--- src/rtl/fpu_share_pkg.sv ---
// fpu_share_pkg: shared types and round-robin helper for the FPU sharing arbiter
package fpu_share_pkg;

    localparam int DEF_NB_REQ          = 4;
    localparam int DEF_TAG_WIDTH       = 4;
    localparam int DEF_NB_ARGS         = 3;
    localparam int DEF_DATA_WIDTH      = 32;
    localparam int DEF_OPCODE_WIDTH    = 6;
    localparam int DEF_FLAGS_IN_WIDTH  = 15;
    localparam int DEF_FLAGS_OUT_WIDTH = 5;
    localparam int DEF_MAX_OUTSTANDING = 4;
    localparam int DEF_IDX_WIDTH       = $clog2(DEF_NB_REQ);
    localparam int RR_MAX              = 64;

    typedef struct packed {
        logic [DEF_NB_ARGS-1:0][DEF_DATA_WIDTH-1:0] operands;
        logic [DEF_OPCODE_WIDTH-1:0]                op;
        logic [DEF_FLAGS_IN_WIDTH-1:0]              flags;
        logic [DEF_TAG_WIDTH-1:0]                   tag;
    } req_payload_t;

    typedef struct packed {
        logic [DEF_TAG_WIDTH-1:0] tag;
        logic [DEF_IDX_WIDTH-1:0] idx;
    } fpu_id_t;

    // First set bit of elig at or above ptr, wrapping at n; 0 when none is set.
    function automatic int rr_pick(input logic [RR_MAX-1:0] elig, input int ptr, input int n);
        int pick;
        pick = 0;
        for (int i = RR_MAX - 1; i >= 0; i--)
            if (i < n && elig[(ptr + i) % n]) pick = (ptr + i) % n;
        return pick;
    endfunction

endpackage

--- src/rtl/fpu_share_rr_arb.sv ---
// fpu_share_rr_arb: round-robin pointer and one-hot winner selection
module fpu_share_rr_arb import fpu_share_pkg::*; #(
    parameter  int NB_REQ    = DEF_NB_REQ,
    localparam int IDX_WIDTH = $clog2(NB_REQ)
) (
    input  logic                 clk,
    input  logic                 rst_n,
    input  logic [NB_REQ-1:0]    elig_i,
    input  logic                 gnt_i,
    output logic                 valid_o,
    output logic [IDX_WIDTH-1:0] win_o,
    output logic [NB_REQ-1:0]    win_oh_o
);

    logic [IDX_WIDTH-1:0] ptr_q, ptr_d;

    // Pick the winner from the pointer upward; advance past it only on a handshake.
    always_comb begin
        valid_o  = |elig_i;
        win_o    = IDX_WIDTH'(rr_pick(RR_MAX'(elig_i), int'(ptr_q), NB_REQ));
        win_oh_o = valid_o ? (NB_REQ'(1) << win_o) : '0;
        ptr_d    = (valid_o && gnt_i) ? ((int'(win_o) == NB_REQ - 1) ? '0 : win_o + 1'b1) : ptr_q;
    end

    // Pointer register.
    always_ff @(posedge clk or negedge rst_n)
        if (!rst_n) ptr_q <= '0;
        else        ptr_q <= ptr_d;

endmodule

--- src/rtl/fpu_share_arbiter.sv ---
// fpu_share_arbiter: shares one FPU between requesters with outstanding limits and ID-routed responses
module fpu_share_arbiter import fpu_share_pkg::*; #(
    parameter  int NB_REQ          = DEF_NB_REQ,
    parameter  int TAG_WIDTH       = DEF_TAG_WIDTH,
    parameter  int NB_ARGS         = DEF_NB_ARGS,
    parameter  int DATA_WIDTH      = DEF_DATA_WIDTH,
    parameter  int OPCODE_WIDTH    = DEF_OPCODE_WIDTH,
    parameter  int FLAGS_IN_WIDTH  = DEF_FLAGS_IN_WIDTH,
    parameter  int FLAGS_OUT_WIDTH = DEF_FLAGS_OUT_WIDTH,
    parameter  int MAX_OUTSTANDING = DEF_MAX_OUTSTANDING,
    localparam int IDX_WIDTH       = $clog2(NB_REQ)
) (
    input  logic                                            clk,
    input  logic                                            rst_n,
    input  logic [NB_REQ-1:0]                               req_i,
    output logic [NB_REQ-1:0]                               gnt_o,
    input  logic [NB_REQ-1:0][TAG_WIDTH-1:0]                tag_i,
    input  logic [NB_REQ-1:0][NB_ARGS-1:0][DATA_WIDTH-1:0]  operands_i,
    input  logic [NB_REQ-1:0][OPCODE_WIDTH-1:0]             op_i,
    input  logic [NB_REQ-1:0][FLAGS_IN_WIDTH-1:0]           flags_i,
    output logic [NB_REQ-1:0]                               rvalid_o,
    output logic [DATA_WIDTH-1:0]                           rdata_o,
    output logic [FLAGS_OUT_WIDTH-1:0]                      rflags_o,
    output logic [TAG_WIDTH-1:0]                            rtag_o,
    output logic                                            fpu_req_o,
    input  logic                                            fpu_gnt_i,
    output logic [TAG_WIDTH+IDX_WIDTH-1:0]                  fpu_id_o,
    output logic [NB_ARGS-1:0][DATA_WIDTH-1:0]              fpu_operands_o,
    output logic [OPCODE_WIDTH-1:0]                         fpu_op_o,
    output logic [FLAGS_IN_WIDTH-1:0]                       fpu_flags_o,
    input  logic                                            fpu_rvalid_i,
    input  logic [DATA_WIDTH-1:0]                           fpu_rdata_i,
    input  logic [FLAGS_OUT_WIDTH-1:0]                      fpu_rflags_i,
    input  logic [TAG_WIDTH+IDX_WIDTH-1:0]                  fpu_rid_i,
    output logic                                            err_o
);

    localparam int CW = $clog2(MAX_OUTSTANDING + 1);

    logic [CW-1:0]              cnt_q [NB_REQ];
    logic [CW-1:0]              cnt_d [NB_REQ];
    logic [NB_REQ-1:0]          elig, win_oh, rvalid_d;
    logic [IDX_WIDTH-1:0]       win, rid_idx;
    logic [TAG_WIDTH-1:0]       rid_tag, rtag_d;
    logic [DATA_WIDTH-1:0]      rdata_d;
    logic [FLAGS_OUT_WIDTH-1:0] rflags_d;
    logic [2**IDX_WIDTH-1:0]    idx_map;
    logic                       hs, idx_ok, rsp_ok, err_d, err_q;

    for (genvar g = 0; g < 2**IDX_WIDTH; g++) begin : g_idx_map
        assign idx_map[g] = (g < NB_REQ);
    end

    for (genvar g = 0; g < NB_REQ; g++) begin : g_elig
        assign elig[g] = req_i[g] && (cnt_q[g] != CW'(MAX_OUTSTANDING));
    end

    fpu_share_rr_arb #(.NB_REQ(NB_REQ)) u_arb (
        .clk      (clk),
        .rst_n    (rst_n),
        .elig_i   (elig),
        .gnt_i    (fpu_gnt_i),
        .valid_o  (fpu_req_o),
        .win_o    (win),
        .win_oh_o (win_oh)
    );

    assign hs             = fpu_req_o && fpu_gnt_i;
    assign gnt_o          = win_oh & {NB_REQ{fpu_gnt_i}};
    assign fpu_id_o       = {tag_i[win], win};
    assign fpu_operands_o = operands_i[win];
    assign fpu_op_o       = op_i[win];
    assign fpu_flags_o    = flags_i[win];
    assign rid_idx        = fpu_rid_i[IDX_WIDTH-1:0];
    assign rid_tag        = fpu_rid_i[TAG_WIDTH+IDX_WIDTH-1:IDX_WIDTH];
    assign idx_ok         = idx_map[rid_idx];
    assign rsp_ok         = fpu_rvalid_i && idx_ok;

    // Counter updates, response routing and sticky error detection.
    always_comb begin
        err_d    = err_q | (fpu_rvalid_i & ~idx_ok);
        rvalid_d = '0;
        rdata_d  = rsp_ok ? fpu_rdata_i  : rdata_o;
        rflags_d = rsp_ok ? fpu_rflags_i : rflags_o;
        rtag_d   = rsp_ok ? rid_tag      : rtag_o;
        for (int i = 0; i < NB_REQ; i++) begin
            rvalid_d[i] = rsp_ok && (rid_idx == IDX_WIDTH'(i));
            err_d       = err_d | (rvalid_d[i] && (cnt_q[i] == '0));
            cnt_d[i]    = cnt_q[i] + CW'(hs && (win == IDX_WIDTH'(i)))
                                   - CW'(rvalid_d[i] && (cnt_q[i] != '0));
        end
    end

    // State registers, all cleared asynchronously.
    always_ff @(posedge clk or negedge rst_n)
        if (!rst_n) begin
            for (int i = 0; i < NB_REQ; i++) cnt_q[i] <= '0;
            rvalid_o <= '0;
            rdata_o  <= '0;
            rflags_o <= '0;
            rtag_o   <= '0;
            err_q    <= 1'b0;
        end else begin
            for (int i = 0; i < NB_REQ; i++) cnt_q[i] <= cnt_d[i];
            rvalid_o <= rvalid_d;
            rdata_o  <= rdata_d;
            rflags_o <= rflags_d;
            rtag_o   <= rtag_d;
            err_q    <= err_d;
        end

    assign err_o = err_q;

endmodule

--- config.mk ---
export PLATFORM = sky130hd
export DESIGN_NAME = fpu_share_arbiter
export DESIGN_NICKNAME = d
export VERILOG_FILES = /design/src/rtl/fpu_share_pkg.sv /design/src/rtl/fpu_share_rr_arb.sv /design/src/rtl/fpu_share_arbiter.sv
export SDC_FILE = /design/constraint.sdc
export NUM_CORES = 1
export LEC_CHECK = 0
export ABC_AREA = 1
export CAP_MARGIN = 20
export CORE_AREA = 2 2 277 279
export DETAILED_ROUTE_END_ITERATION = 6
export DIE_AREA = 0 0 279 281
export HOLD_SLACK_MARGIN = 0.08
export REMOVE_ABC_BUFFERS = 1
export SLEW_MARGIN = 10
export SYNTH_ARGS = -nofsm -noshare
export SYNTH_HDL_FRONTEND = slang
export SYNTH_SLANG_ARGS = --single-unit
--- constraint.sdc ---
create_clock -name clk -period 8.7 [get_ports clk]
set_input_delay 1.74 -clock clk [delete_from_list [all_inputs] [get_ports clk]]
set_output_delay 1.74 -clock clk [all_outputs]
set_load 0.01 [all_outputs]
==> results.md, run 1 <==
* Final Max Slew Viols at 0
* Launch instance of the worst register-to-register path: u_arb.ptr_q[0]$_DFFE_PN0P_
* Remaining antenna violation count at 0
* Cell variety after synth at 26
* Synth Area in Compound Gates at 0.00596
* Peak VDD IR at about 0.26 mV
* Total via count after detailed routing at 12600
* Combinational share of power at 0.901
* Number of buffers inserted to repair setup after CTS at 0
* First-pass GRT wire length at about 73000 um
* Total overflow reported by the global router at 0
* Reg-to-reg critical path endpoint: cnt_q[11]$_DFF_PN0_
* Top post-synthesis cells by area: sky130_fd_sc_hd__nand3_1 (28%), sky130_fd_sc_hd__nand2_1 (22%), sky130_fd_sc_hd__inv_1 (21%), sky130_fd_sc_hd__dfrtp_1 (17%), sky130_fd_sc_hd__buf_2 (3.3%)
* Clock transition at the registers of the reported paths at 0.05 ns
* Horiz. Die Dim at 279 um
* Starting Density at 0.120
* Worst min-delay path endpoint: rtag_o[0]$_DFFE_PN0P_
* Final period utilization at 0.788
* First-pass iteration count of the detailed router at 5
* Setup slack of the most critical reg-to-reg path at 4.71 ns
* Syn-to-layout area delta at 90.0%
* Total Die Area at 78400 um2
* Maximum number of pins on one net before global-route repair at 132
* Residual DRC at 0
* Placer congestion estimate at 0.859
* H-tree depth reported by CTS at 3
* Share of flip-flops with an asynchronous set or reset after synthesis at 1.00
* Worst hold slack after final layout at 0.466 ns
* Sequential Power Share at 0.053
* Number of instances in the synthesized netlist at 1757
* Clock network latency to the later pin of the worst-skew pair at 0.33 ns
* Most used routing layer: met2
* Proportion of synthesized chip area in sequential cells at 0.166
* Worst setup path class: in -> out
* Area share of and/or/nand/nor cells after synthesis at 0.505
* Multi-input gate area in the final layout at 4910 um2
* Core Region at 75400 um2
* Overall track demand over capacity in global routing at 0.122
* Count of flip-flops with a built-in enable after synthesis at 0
* Total clock buffers created by CTS at 9
* Hold violation count in the final report at 0
* CTS tree: yes
* Worst Clk Skew at 0.00644 ns
* CTS hold repair buffers at 0
* Routed via count divided by cell count at approximately 3.8
* Largest family of logic cells by synthesized area: simple AND/OR/NAND/NOR gates
* Clock sink count at 60
* Top-area cell type share of the netlist area at 0.277
* Critical path required time at 6.96 ns
* Worst setup EP type: output pin
* Met3 GRT Util at 0.0352
* Number of global-route vias before repair at between 10000 and 15000
* Final Util at 0.227
* Count of nets after finishing at 2923
* Antenna violations before repair at 15
* Summed instance area of the synthesized netlist at 9020 um2
* Register-to-Register Path Depth at 17
* Kind of launch point of the worst setup path: input pin
* Total power draw at roughly 7.4 mW
* Startpoint of the worst hold path: rtag_o[0]$_DFFE_PN0P_
* Fraction of layout cells with a size suffix above 1 at 0.0176
* Hold Path Depth at 2
* Initial DRC Count at 519
* Die outline height at about 280 um
* Clock power share at 0.046
* Slew at the pin closest to its max-slew limit at 0.806 ns
* Count of buffers inserted at the top-level ports at 708
* Most used flip-flop cell after synthesis: sky130_fd_sc_hd__dfrtp_1
* Post-route minimum period at 6.86 ns
* DP Area at 16800 um2
* Top fanout value on the critical path at 86
* Number of placement rows at 101
* Warnings from Yosys at 0
* Data arrival time of the worst path at about 5.1 ns
* Area occupied by registers at about 1500 um2
* Share of total power consumed by net switching at 0.533
* Static leakage power at 9.14 nW
* Mean instance size in the synthesized netlist at 5.13 um2
* Post-synth top area cell: sky130_fd_sc_hd__nand3_1
* MaxCap Viol Count at 0
* Root buf cell: sky130_fd_sc_hd__clkbuf_16
* Highest attainable clock frequency at 146 MHz
* Gates resized, CTS repair at 0
* Final setup viols at 0
* Met1 track demand over resource at 0.151
* Average routed wire per standard cell at 15.1 um
* HPWL after detailed placement at a little over 40000 um
* Area share of xor/xnor cells in the synthesized design at 0.00777
* Non-Filler Cell Area, Final at 17100 um2
* Synthesis-stage register bit count at 60
* Pwr Density at 429 nW/um2
* Unrepaired setup endpoints after global routing: false
* Setup total negative slack at 0 ns
* Net Sw Power at between 3 and 4 mW
* Boundary Pins at 709
* Met2 Track Usage GR at 0.205
* Longest Clk Path Bufs at 2
* Run status: complete, no violations
* Adder-Cell Fraction of Synth Area at 0.0214
* Headroom to the max-slew limit at 0.463
* Path class of the lowest-slack min-delay path: reg -> reg
* Share of synthesized area spent on multiplexers at 0
* Int Pwr at ~3.4 mW
* Count of filler cells inserted in the layout at 8573
* Detailed Route WL at 50700 um
==> layout by cell type, fill, tap and decap left out, drive strengths merged <==
| master | synthesis | layout |
|---|---|---|
| xor2 | 3 | 3 |
| nand3 | 499 | 499 |
| buf | 92 | 18 |
| a221o | 1 | 1 |
| nand3b | 1 | 1 |
| nand2 | 521 | 521 |
| ha | 9 | 9 |
| o31ai | 1 | 1 |
| clkinv | 0 | 3 |
| fa | 4 | 4 |
| a22oi | 1 | 1 |
| nor2 | 8 | 8 |
| inv | 513 | 513 |
| diode | 0 | 6 |
| nor3 | 7 | 7 |
| clkbuf | 25 | 12 |
| xnor2 | 5 | 5 |
| nor4 | 2 | 2 |
| a21oi | 3 | 3 |
| dfrtp | 60 | 60 |
| clkinvlp | 0 | 1 |
| o21ai | 2 | 2 |
| clkdlybuf4s50 | 0 | 706 |
==> state kept, by name (all words and copies together) (netlist names) <==
signal / count
err_o: 1
rflags_o: 5
rvalid_o: 4
cnt_q: 12
rdata_o: 32
rtag_o: 4
u_arb.ptr_q: 2
==> per-stage QoR <==
stage | cells | worst slack [ns]
6_report | 3364 | 1.84
5_1_grt | 3362 | 1.60
4_1_cts | 3358 | 1.80
3_5_place_dp | 3342 | 1.81
3_3_place_gp | 3342 | 1.80
2_1_floorplan | 1640 | -3.09
==> worst max path at each step <==
stage                        to      from  slack [ns]
detailed placement  fpu_id_o[4]  req_i[2]        1.81
global placement    fpu_id_o[4]  req_i[2]        1.80
floorplan              gnt_o[1]  req_i[2]       -3.09
CTS                 fpu_id_o[4]  req_i[2]        1.80
global route        fpu_id_o[4]  req_i[2]        1.60
finish              fpu_id_o[4]  req_i[2]        1.84
==> cell usage after synthesis (2+ instances only) <==
master,n
sky130_fd_sc_hd__buf_2,59
sky130_fd_sc_hd__inv_2,2
sky130_fd_sc_hd__nand2_4,2
sky130_fd_sc_hd__nand3_1,499
sky130_fd_sc_hd__ha_1,9
sky130_fd_sc_hd__xor2_1,3
sky130_fd_sc_hd__buf_1,3
sky130_fd_sc_hd__buf_4,4
sky130_fd_sc_hd__a21oi_1,2
sky130_fd_sc_hd__fa_1,4
sky130_fd_sc_hd__dfrtp_1,60
sky130_fd_sc_hd__clkbuf_1,25
sky130_fd_sc_hd__xnor2_1,5
sky130_fd_sc_hd__nor4_1,2
sky130_fd_sc_hd__inv_1,511
sky130_fd_sc_hd__nand2_1,519
sky130_fd_sc_hd__nor2_1,8
sky130_fd_sc_hd__nor3_1,7
sky130_fd_sc_hd__buf_6,26
==> worst max-delay path, cell delays in order <==
cell and delay, ns:
sky130_fd_sc_hd__clkdlybuf4s50_1 0.52, sky130_fd_sc_hd__nand3_1 0.11, sky130_fd_sc_hd__nand2_1 0.12, sky130_fd_sc_hd__a21oi_2 0.08, sky130_fd_sc_hd__nand2_1 0.13, sky130_fd_sc_hd__nand2_1 0.15
sky130_fd_sc_hd__nand2_8 0.36, sky130_fd_sc_hd__nand2_8 0.47, sky130_fd_sc_hd__buf_12 0.39, sky130_fd_sc_hd__nand2_1 0.09, sky130_fd_sc_hd__nand3_1 0.06, sky130_fd_sc_hd__nand2_1 0.14
sky130_fd_sc_hd__clkdlybuf4s50_1 0.59
==> routing by layer <==
layer | vias up | part of all wire
met1 | 5611 | 0.42
met5 | - | 0.0012
met2 | 511 | 0.47
li1 | 6431 | -
met4 | 10 | 0.022
met3 | 66 | 0.079
==> logic make-up after synthesis <==
logic type	Yosys count
xor gates and xnor gates	8
DFF	60
buffers and inverters	630
adders and majority gates	13
AOI/OAI and AO/OA	8
and+or+nand+nor	1038
==> cell type report <==
type | instances | area share
tap | 978 | 0.0714
timing repair buffer | 724 | 0.424
clock buffer | 12 | 0.0155
multi-input combinational | 1067 | 0.287
antenna | 6 | 0.000876
inverter | 513 | 0.112
sequential | 60 | 0.0876
clock inverter | 4 | 0.00131
==> power by group through the flow <==
stage	Sequential (mW)	Combinational, mW	Clock (mW)
floorplan	0.393	3.38	0
global placement	0.394	6.71	0
global route	0.401	7.28	0.360
detailed placement	0.395	6.70	0
finish	0.392	6.62	0.338
CTS	0.392	6.75	0.349
Power figures use the tool's default switching activity.
==> run 2, diff against run 1 <==
==> constraint.sdc (replaced) <==
create_clock -name clk -period 7 [get_ports clk]
set_input_delay 1.4 -clock clk [delete_from_list [all_inputs] [get_ports clk]]
set_output_delay 1.4 -clock clk [all_outputs]
set_load 0.01 [all_outputs]
==> run 2 against run 1 <==
  * Hold slack gained 0.00091 ns
  * Critical endpoint is now fpu_operands_o[3]
  * Global-route usage rose by 0.67 points
  * Flip-flop and latch count stayed put
  * Highest routed layer unchanged
  * Via count down 0.63%
  * Total power grew 27%
  * Critical path depth fell by 1
  * Largest cell class unchanged
  * Combinational power rose by 27%
==> results.md, run 2 (same netlist as run 1, synthesis figures left out) <==
* Count of nets after finishing at 2938 (+0.51%)
* Top fanout value on the critical path at 89 (+3.5%)
* Worst min-delay path endpoint: rdata_o[10]$_DFFE_PN0P_
* Placer congestion estimate at 0.847 (-1.3%)
* Starting Density at 0.120 (unchanged)
* CTS hold repair buffers at 0 (unchanged)
* Count of buffers inserted at the top-level ports at 708 (unchanged)
* Setup slack of the most critical reg-to-reg path at 3.39 ns (-1.32 ns)
* H-tree depth reported by CTS at 3 (unchanged)
* MaxCap Viol Count at 0 (unchanged)
* Number of buffers inserted to repair setup after CTS at 0 (unchanged)
* Worst Clk Skew at 0.00868 ns (+0.00225 ns)
* Clock power share at 0.053 (+0.007)
* Clock sink count at 60 (unchanged)
* First-pass GRT wire length at 76100 um (+3.8%)
* Met2 Wirelength at 25200 um (+4.9%)
* Slew at the pin closest to its max-slew limit at 0.782 ns (-0.0241 ns)
* Cell chain of the critical path: clkdlybuf4s50_1 -> nand3_1 -> nand2_1 -> a21oi_2 -> nand2_1 -> nand3_4 -> buf_12 -> buf_12 -> nand3_1 -> nand3_1 -> nand2_1 -> clkdlybuf4s50_1
* Count of filler cells inserted in the layout at 8551 (-0.26%)
* Remaining antenna violation count at 0 (unchanged)
* Total clock buffers created by CTS at 9 (unchanged)
* Path class of the lowest-slack min-delay path: reg -> reg
* Unrepaired setup endpoints after global routing: false
* Number of global-route vias before repair at 12200 (+1.0%)
* Total Die Area at 78400 um2 (unchanged)
* Die outline height at 281 um (unchanged)
* Net Sw Power at 4.88 mW (+25%)
* Total via count after detailed routing at 12600 (-0.63%)
* Residual DRC at 0 (unchanged)
* Peak VDD IR at 0.497 mV (+94%)
* Number of placement rows at 101 (unchanged)
* CTS tree: yes
* Largest stage delay on the critical path at 0.49 ns (-0.10 ns)
* Syn-to-layout area delta at 92.3%
* HPWL after detailed placement at 42600 um (+4.7%)
* Horiz. Die Dim at 279 um (unchanged)
* Final period utilization at 0.827
* Total power draw at 9.38 mW (+27%)
* Register-to-Register Path Depth at 15 (-2)
* Core Region at 75400 um2 (unchanged)
* Cell type of the slowest stage on the worst timing path: sky130_fd_sc_hd__clkdlybuf4s50_1
* Uppermost metal layer occupied by signal nets: met5
* Longest Clk Path Bufs at 2 (unchanged)
* Final setup viols at 0 (unchanged)
* Int Pwr at 4.49 mW (+31%)
* Final critical-path setup slack at 1.21 ns (-0.633 ns)
* Static leakage power at 9.25 nW (+1.1%)
* Flip-flop count of the largest register, all copies and words added at 32 (unchanged)
* Root buf cell: sky130_fd_sc_hd__clkbuf_16
* Boundary Pins at 709 (unchanged)
* Routed via count divided by cell count at 3.71 (-1.1%)
* Fraction of layout cells with a size suffix above 1 at 0.0230 (+0.00532)
* Detailed Route WL at 52800 um (+4.1%)
* Post-route minimum period at 5.79 ns
* Leading cell type in the layout, fill and taps excluded: sky130_fd_sc_hd__clkdlybuf4s50_1
* Pwr Density at 541 nW/um2 (+26%)
* Worst setup path class: in -> out
* Launch instance of the worst register-to-register path: u_arb.ptr_q[0]$_DFFE_PN0P_
* Headroom to the max-slew limit at 0.479 (+0.0161)
* Startpoint of the worst hold path: rdata_o[10]$_DFFE_PN0P_
* Largest registers in the final layout: rdata_o: 32 flops, cnt_q: 12 flops, rflags_o: 5 flops
* Most flop-heavy register: rdata_o
* Gates resized, CTS repair at 0 (unchanged)
* Hold Path Depth at 2 (unchanged)
* Critical path required time at 5.60 ns (-1.36 ns)
* Worst Setup Slack post-DPL at 1.27 ns (-0.540 ns)
* Average routed wire per standard cell at 15.6 um (+3.7%)
* Final Max Slew Viols at 0 (unchanged)
* Initial DRC Count at 540 (+4.0%)
* Total overflow reported by the global router at 0 (unchanged)
* Sequential Power Share at 0.052 (about the same)
* Share of total power consumed by net switching at 0.521 (-0.0123)
* Overall track demand over capacity in global routing at 0.128 (+0.00667)
* Clock transition at the registers of the reported paths at 0.05 ns (about the same)
* Combinational share of power at 0.895 (-0.006)
* Kind of launch point of the worst setup path: input pin
* Clock network latency to the later pin of the worst-skew pair at 0.33 ns (about the same)
* Highest attainable clock frequency at 173 MHz
* Antenna violations before repair at 20 (+5)
* Data arrival time of the worst path at 4.39 ns (-0.73 ns)
* Run status: complete, no violations
* First-pass iteration count of the detailed router at 5 (unchanged)
* Reg-to-reg critical path endpoint: cnt_q[8]$_DFF_PN0_
* Met3 wire len at 4130 um (+2.5%)
* Maximum number of pins on one net before global-route repair at 126 (-4.5%)
* Met1 wire length at 22500 um (+4.7%)
* Most frequent cells in the layout: sky130_fd_sc_hd__clkdlybuf4s50_1 (707), sky130_fd_sc_hd__nand2_1 (517), sky130_fd_sc_hd__inv_1 (511), sky130_fd_sc_hd__nand3_1 (498), sky130_fd_sc_hd__dfrtp_1 (60)
* Hold violation count in the final report at 0 (unchanged)
* Worst setup EP type: output pin
-- run 2: critical path: cells and delay by family --
| kind | cells | cell delay (ns) |
|---|---|---|
| buf+inv | 4 | 1.68 |
| simple gates | 7 | 0.91 |
| compound gates | 1 | 0.18 |
-- run 2: metrics by stage --
stage	setup TNS (ns)	cells	instance area, um2	hold slack [ns]	util
2_1_floorplan	-542.55	1640	8300	0.465	-
3_5_place_dp	0	3357	17000	0.457	0.225
4_1_cts	0	3373	17300	0.470	0.230
5_1_grt	0	3376	17300	0.480	0.230
3_3_place_gp	0	3357	17000	0.454	0.225
6_report	0	3379	17300	0.467	0.230
-- run 2: worst max path at each step --
stage	startpoint	to	slack, ns
CTS	req_i[2]	fpu_operands_o[74]	1.24
global placement	req_i[2]	fpu_id_o[4]	1.24
detailed placement	req_i[2]	fpu_operands_o[74]	1.27
finish	req_i[2]	fpu_operands_o[3]	1.21
floorplan	req_i[2]	gnt_o[1]	-4.11
global route	req_i[2]	fpu_operands_o[26]	1.04
-- run 2: cell type report --
class,count,area [um2],area share
antenna,6,15.0,0.000866
clock buffer,13,270,0.0156
clock inverter,3,67.6,0.00390
inverter,513,1930,0.111
multi-input combinational,1067,4910,0.283
sequential,60,1500,0.0866
tap,978,1220,0.0705
timing repair buffer,739,7430,0.428
-- run 2: layer usage --
| metal | up-vias | track usage |
|---|---|---|
| li1 | 6461 | - |
| met5 | - | 0 |
| met4 | 14 | 0.0247 |
| met3 | 60 | 0.0382 |
| met2 | 473 | 0.221 |
| met1 | 5542 | 0.158 |
-- run 2: power groups by stage --
| stage | clock [mW] | sequential (mW) | combinational (mW) |
|---|---|---|---|
| after CTS | 0.505 | 0.487 | 8.56 |
| after global placement | 0 | 0.490 | 8.52 |
| after floorplan | 0 | 0.489 | 4.21 |
| final | 0.493 | 0.488 | 8.39 |
| after detailed placement | 0 | 0.491 | 8.51 |
| after global routing | 0.523 | 0.499 | 9.24 |
